### config.mk
export PLATFORM = sky130hd
export DESIGN_NAME = commit_queue
export DESIGN_NICKNAME = d
export VERILOG_FILES = /design/src/rtl/commit_queue.sv
export SDC_FILE = /design/constraint.sdc
export NUM_CORES = 1
export LEC_CHECK = 0
export CORE_MARGIN = 1.5
export CORE_UTILIZATION = 31
export CTS_CLUSTER_DIAMETER = 120
export DETAILED_ROUTE_END_ITERATION = 10
export PLACE_DENSITY = 0.54
export SLEW_MARGIN = 0
export SYNTH_ARGS = -nofsm -noshare
export SYNTH_HDL_FRONTEND = slang
export SYNTH_SLANG_ARGS = --single-unit
### constraint.sdc
create_clock -name clock -period 2.5 [get_ports clock]
set_input_delay 0.375 -clock clock [delete_from_list [all_inputs] [get_ports clock]]
set_output_delay 0.375 -clock clock [all_outputs]
set_load 0.02 [all_outputs]
### src/rtl/commit_queue.sv
// In-order commit buffer between execute/memory and writeback: DEPTH entries behind
// valid/ready on both sides, with flush, occupancy count and optional full pass-through.
module commit_queue #(
    parameter int DATA_W    = 32,
    parameter int DEPTH     = 4,
    parameter bit PASS_FULL = 1'b0
) (
    input  logic                     clock,
    input  logic                     reset,
    input  logic                     flush_i,
    input  logic                     valid_pre_i,
    output logic                     ready_pre_o,
    input  logic [DATA_W-1:0]        data_i,
    output logic                     we_o,
    output logic                     valid_post_o,
    input  logic                     ready_post_i,
    output logic [DATA_W-1:0]        data_o,
    output logic [$clog2(DEPTH):0]   count_o
);
    localparam int PW = $clog2(DEPTH);
    localparam int CW = PW + 1;
    localparam logic [CW-1:0] FULL_CNT = CW'(DEPTH);

    logic [DEPTH-1:0][DATA_W-1:0] mem;
    logic [PW-1:0]                wr_ptr, rd_ptr;
    logic [CW-1:0]                count;
    logic                         push, pop, space;

    assign pop = (count != '0) && ready_post_i && !flush_i;

    // Pass-through only opens a slot through the pop, so ready never depends on itself.
    generate
        if (PASS_FULL) begin : g_pass
            assign space = (count < FULL_CNT) || pop;
        end else begin : g_nopass
            assign space = (count < FULL_CNT);
        end
    endgenerate

    assign ready_pre_o  = space && !flush_i;
    assign push         = valid_pre_i && ready_pre_o && !reset;
    assign we_o         = push;
    assign valid_post_o = (count != '0);
    assign data_o       = mem[rd_ptr];
    assign count_o      = count;

    always_ff @(posedge clock or posedge reset) begin
        if (reset) begin
            wr_ptr <= '0;
            rd_ptr <= '0;
            count  <= '0;
        end else if (flush_i) begin
            wr_ptr <= '0;
            rd_ptr <= '0;
            count  <= '0;
        end else begin
            if (push) wr_ptr <= wr_ptr + 1'b1;
            if (pop)  rd_ptr <= rd_ptr + 1'b1;
            case ({push, pop})
                2'b10:   count <= count + 1'b1;
                2'b01:   count <= count - 1'b1;
                default: count <= count;
            endcase
        end
    end

    // Storage is deliberately left out of reset; count gates its visibility.
    always_ff @(posedge clock) begin
        if (push) mem[wr_ptr] <= data_i;
    end
endmodule

# Yosys cells after proc, flatten, opt, wreduce, memory -nomap -nowiden
# Index checks and enable logic that the tools add are counted.
[op_classes]
magnitude_cmp = 4
eq_ne = 2
add_sub_neg = 4
muxes = 11
reduce_logical = 12
[ops]
columns = ["op", "n"]
rows = [
  ["$bwmux W128", 1],
  ["$bmux W32 S2", 1],
  ["$demux W32 S2", 1],
  ["$mux W32", 2],
  ["$mux W2", 4],
  ["$logic_and A1 B1 Y1", 6],
  ["$lt A2 B3 Y1 const B", 2],
  ["$pmux W3 S2", 1],
  ["$reduce_bool A3 Y1", 2],
  ["$add A2 B1 Y2 const B", 2],
  ["$reduce_bool A2 Y1", 2],
  ["$add A3 B1 Y3 const B", 1],
  ["$lt A3 B3 Y1 const B", 1],
  ["$mux W3", 1],
  ["$sub A3 B1 Y3 const B", 1],
  ["$eq A2 B1 Y1 const B", 1],
  ["$eq A2 B2 Y1 const B", 1],
  ["$ge A2 B1 Y1 const B", 1],
  ["$logic_not A1 Y1", 2],
]
[totals]
regBits = 135
word_cells = 40
input_bits = 37
output_inout_bits = 38

# Depth between registers and ports, before layout
# Gate-level depths: netlist of run 1.
[logic_depth]
depth_word = 7
mapped_depth = 8
mapped_depth_nobuf = 6

# Worst setup path after synthesis of run 1
# OpenSTA, ideal clock, no wires.
[synth_path]
path_type = "reg-to-reg"
from = "register count[2] (netlist: count_o[2])"
to = "register mem[0] in the netlist's numbering (enable)"
path_stages_with_launch = 4
synth_period_minus_slack_ns = 2.334
arrival_ns = 1.942
setup_ns = 0.392
required_time_ns = 2.108
n_path_buf = 1
path_slack_ns = 0.166
cell_sequence = "dfrtp_1 nor4b_4 buf_4 and2_1"
[synth_via]
elab_chain_len = 4
[synth_lines]
columns = ["item", "line_no", "rtl"]
rows = [
  ["start: declaration", "26", "logic [CW-1:0] count;"],
  ["start signal: assignment", "60", "2'b10: count <= count + 1'b1;"],
  ["start signal: assignment", "61", "2'b01: count <= count - 1'b1;"],
  ["start signal: assignment", "62", "default: count <= count;"],
  ["$lt A3 B3 Y1", "36", "assign space = (count < FULL_CNT);"],
  ["$logic_and A1 B1 Y1", "40", "assign ready_pre_o = space && !flush_i;"],
  ["$logic_and A1 B1 Y1 (2 in series)", "41", "assign push = valid_pre_i && ready_pre_o && !reset;"],
  ["net we_o", "14", "output logic we_o,"],
  ["end signal: indexed assignment", "69", "if (push) mem[wr_ptr] <= data_i;"],
  ["end: declaration", "24", "logic [DEPTH-1:0][DATA_W-1:0] mem;"],
]
# The timed path passes the listed nets, and every way through them passes these cells.
# A chain may end at the register's enable or synchronous reset.

# Worst setup path after layout of run 1
[layout_path]
from = "register rd_ptr[0]"
to = "output data_o[18]"
[layout_via]
elab_chain_len = 2
[layout_lines]
columns = ["item", "line_no", "rtl"]
rows = [
  ["start: declaration", "25", "logic [PW-1:0] wr_ptr, rd_ptr;"],
  ["start signal: assignment", "58", "if (pop) rd_ptr <= rd_ptr + 1'b1;"],
  ["$bmux W32 S2", "44", "assign data_o = mem[rd_ptr];"],
  ["$mux W32 (not written as such)", "44", ""],
  ["end: declaration", "17", "output logic [DATA_W-1:0] data_o,"],
]
# Every way passes these cells. The select of a mux whose other input is x is not followed.

==> impl_metrics.env, run 1 <==
export IMPL_crit_path_end_kind="output pin"
export IMPL_start_util_pct=31.9
export IMPL_outcome="finished clean"
export IMPL_final_max_slew_viol_count=0
export IMPL_static_leakage_power_nw=2.30
export IMPL_fp_coreArea_sq_um=16000
export IMPL_use_met3_pct=3.82
export IMPL_synthMuxAreaShare_pct=14.3
export IMPL_finish_utilization_pct=43.0
export IMPL_rr_worst_depth=6
export IMPL_rsz0062_at_grt="false"
export IMPL_first_pass_iters=4
export IMPL_syn_instance_count=214
export IMPL_cts_tree="built"
export IMPL_worstPathRequired_ns=2.12
export IMPL_gp_congestion=0.694
export IMPL_wl_microns=9460
export IMPL_power_density_nw_per_um2=938
export IMPL_critical_path_max_stage_delay_ns=0.55
export IMPL_peakVddDrop_mv=0.444
export IMPL_drt_iter0_drc=118
export IMPL_hold_viol=0
export IMPL_stdcell_count=540
export IMPL_postSynthAreaPerCell_sq_um=23.9
export IMPL_switching_share_pct=24.9
export IMPL_overflow=0
export IMPL_diodes=0
export IMPL_synthDominantCellAreaShare_pct=75.3
export IMPL_fp_dieW_microns=131
export IMPL_drive_above_1_share_pct=27.2
export IMPL_arrival_ns=1.92
export IMPL_drc_errors=0
export IMPL_synth_compound_area_share_pct=0.661
export IMPL_slew_headroom_pct=77.8
export IMPL_critical_path_cell_chain="buf_12, mux4_2, dlygate4sd2_1"
export IMPL_yosys_area_top_type="edfxtp_1"
export IMPL_nets=353
export IMPL_ys_flop_type="edfxtp_1"
export IMPL_synth_edf_count=128
export IMPL_synth_top_family_by_area="multiplexers"
export IMPL_busiest_layer="met2"
export IMPL_cp_num_buf_inv=2
export IMPL_die_area_sq_um=17300
export IMPL_min_path_type="in2async"
export IMPL_vias=2428
export IMPL_grt_max_degree=19
export IMPL_cts_max_level=4
export IMPL_hpwl_microns=5790
export IMPL_synthTopCellsByArea="edfxtp_1 (75%), mux4_2 (14%), dfrtp_1 (3.4%)"
export IMPL_post_cts_setup_buffers=0
export IMPL_cpMaxStageDelayCell="mux4_2"
export IMPL_synth_yosys_seq_area_share_pct=78.7
export IMPL_reg2reg_from="count_o[0]"
export IMPL_port_buffers=74
export IMPL_grt_pass1_wl_microns=15000
export IMPL_synth_nets=256
export IMPL_synthXorXnorAreaFrac_pct=0.686
export IMPL_finalCritPeriodShare_pct=91.8
export IMPL_pin_count=75
export IMPL_synthArstFlopShare_pct=5.19
export IMPL_final_min_clock_period_ns=2.29
export IMPL_clk_latency_ns=0.41
export IMPL_cts_inserted_buffers=17
export IMPL_final_setup_tns_ns=0
export IMPL_grt_pass1_vias=2757
export IMPL_grt_usage_pct=11.8
export IMPL_seqPwrFrac_pct=40.2
export IMPL_syn_area_sq_um=5110
export IMPL_grtUsageMet2_pct=19.8
export IMPL_cts_buffer_depth=2
export IMPL_timing_reg2reg_setup_slack_ns=0.49
export IMPL_final_antenna_net_count=0
export IMPL_tightest_slew_ns=0.333
export IMPL_pwr_share_comb_pct=19.3
export IMPL_use_met1_pct=13.8
export IMPL_synth_simple_area_share_pct=2.82
export IMPL_postCtsHoldBufs=0
export IMPL_yosysWarnings=0
export IMPL_fmax_mhz=436
export IMPL_ys_types=27
export IMPL_r2r_end="count_o[2]"
export IMPL_avgViaCountPerCell=4.50
export IMPL_max_cap_violations=0
export IMPL_wl_per_cell_microns=17.5
export IMPL_power_switching_mw=1.61
export IMPL_finalSetupViolations=0
export IMPL_clkSinkCount=135
export IMPL_yosys_register_bits=135
export IMPL_yosys_area_share_adder_pct=1.37
export IMPL_root_buffer="clkbuf_16"
export IMPL_cp_max_fo=18
export IMPL_fp_row_count=46
export IMPL_nFillCells=1446
export IMPL_die_h_microns=131
export IMPL_clkPwrFrac_pct=40.5
export IMPL_antenna_found_initial=0
export IMPL_power_internal_mw=4.85
export IMPL_clock_skew_final_ns=0.00407
export IMPL_start_kind="flip-flop"
export IMPL_worstSetupPathType="reg2out"
export IMPL_clk_pin_slew_worst_paths_ns=0.06
export IMPL_path_delay_family="buffers and inverters"
export IMPL_placed_cells=508
export IMPL_syn_to_final_growth_pct=34.8
-- cells by family (layout without fill, tap and decap cells) --
group,after synthesis,in the layout
simple gates,21,21
mux,33,33
flops,135,135
compound gates,3,3
xor+xnor,4,4
fa+ha+maj,5,5
buf+inv,13,123
-- metal layers --
| layer | wire length [microns] | vias up |
|---|---|---|
| li1 | - | 1088 |
| met1 | 4080 | 1279 |
| met2 | 4880 | 53 |
| met3 | 396 | 8 |
| met4 | 110 | 0 |
| met5 | 0 | - |
-- Yosys cell counts, types with 2 or more instances --
cell type	number
mux4_2	32
dfrtp_1	7
buf_2	3
and2_1	4
xor2_1	2
buf_4	4
ha_1	4
nor3_2	2
clkbuf_1	2
xnor2_1	2
edfxtp_1	128
inv_1	3
nor2_1	6
nor3_1	2
-- worst max-delay path by stage --
stage,slack [ns],to,cells after the start,startpoint
floorplan,0.17,mem[0],3,count_o[2]
global placement,0.26,count_o[2],7,flush_i
detailed placement,0.21,count_o[2],7,flush_i
CTS,0.002,data_o[24],3,rd_ptr[0]
global route,0.13,we_o,2,count_o[2]
finish,0.21,data_o[18],3,rd_ptr[0]
-- final cells by class --
| cell class | count | area [sq um] | area share, % |
|---|---|---|---|
| Sequential cell | 135 | 4020 | 58.4 |
| Multi-Input combinational cell | 66 | 1020 | 14.8 |
| Timing Repair Buffer | 88 | 937 | 13.6 |
| Clock buffer | 18 | 429 | 6.23 |
| Tap cell | 216 | 270 | 3.93 |
| Clock inverter | 14 | 199 | 2.89 |
| Inverter | 3 | 11.3 | 0.164 |
-- cell usage in the layout (no fill, tap or decap), drive strengths merged, types with 6 or more instances in the layout --
cell type      instances
nor2                   6
edfxtp               128
buf                   14
clkdlybuf4s50         42
dfrtp                  7
clkbuf                18
dlygate4sd2           27
mux4                  32
-- sequential cells by signal, summed over array words and instances, names as in the netlist --
name / cells
mem: 128
rd_ptr: 2
count_o: 3
wr_ptr: 2
-- through the flow --
stage	setup WS (ns)	hold slack (ns)	area [sq um]	total power, mW
after floorplan	0.166	0.178	5110	3.43
after global placement	0.261	0.597	6280	4.02
after detailed placement	0.211	0.598	6280	4.02
after CTS	0.00237	0.280	6870	6.56
after global routing	0.125	0.321	6890	6.70
final	0.206	0.294	6890	6.46
-- power groups by stage --
stage	Clock [mW]	Sequential (mW)	Combinational [mW]
floorplan	0	2.64	0.787
global placement	0	2.64	1.37
detailed placement	0	2.64	1.37
CTS	2.67	2.60	1.28
global route	2.75	2.60	1.34
finish	2.62	2.60	1.25
-- what timing repair did --
action,CTS,global route
endpoints found under the hold margin,0,0
endpoints found under the setup margin,27,5
pin swaps,0,0
resized for setup,27,5
No activity file was read; power rests on OpenSTA's default activity.
==> run 2, diff against run 1 <==
--- a/config.mk
+++ b/config.mk
@@ -10,6 +10,7 @@
 export CTS_CLUSTER_DIAMETER = 120
 export DETAILED_ROUTE_END_ITERATION = 10
 export PLACE_DENSITY = 0.54
+export SKIP_LAST_GASP = 1
 export SLEW_MARGIN = 0
 export SYNTH_ARGS = -nofsm -noshare
 export SYNTH_HDL_FRONTEND = slang
==> results of run 2 <==
Same layout as run 1: the final DEF is identical, and so are final timing and power.
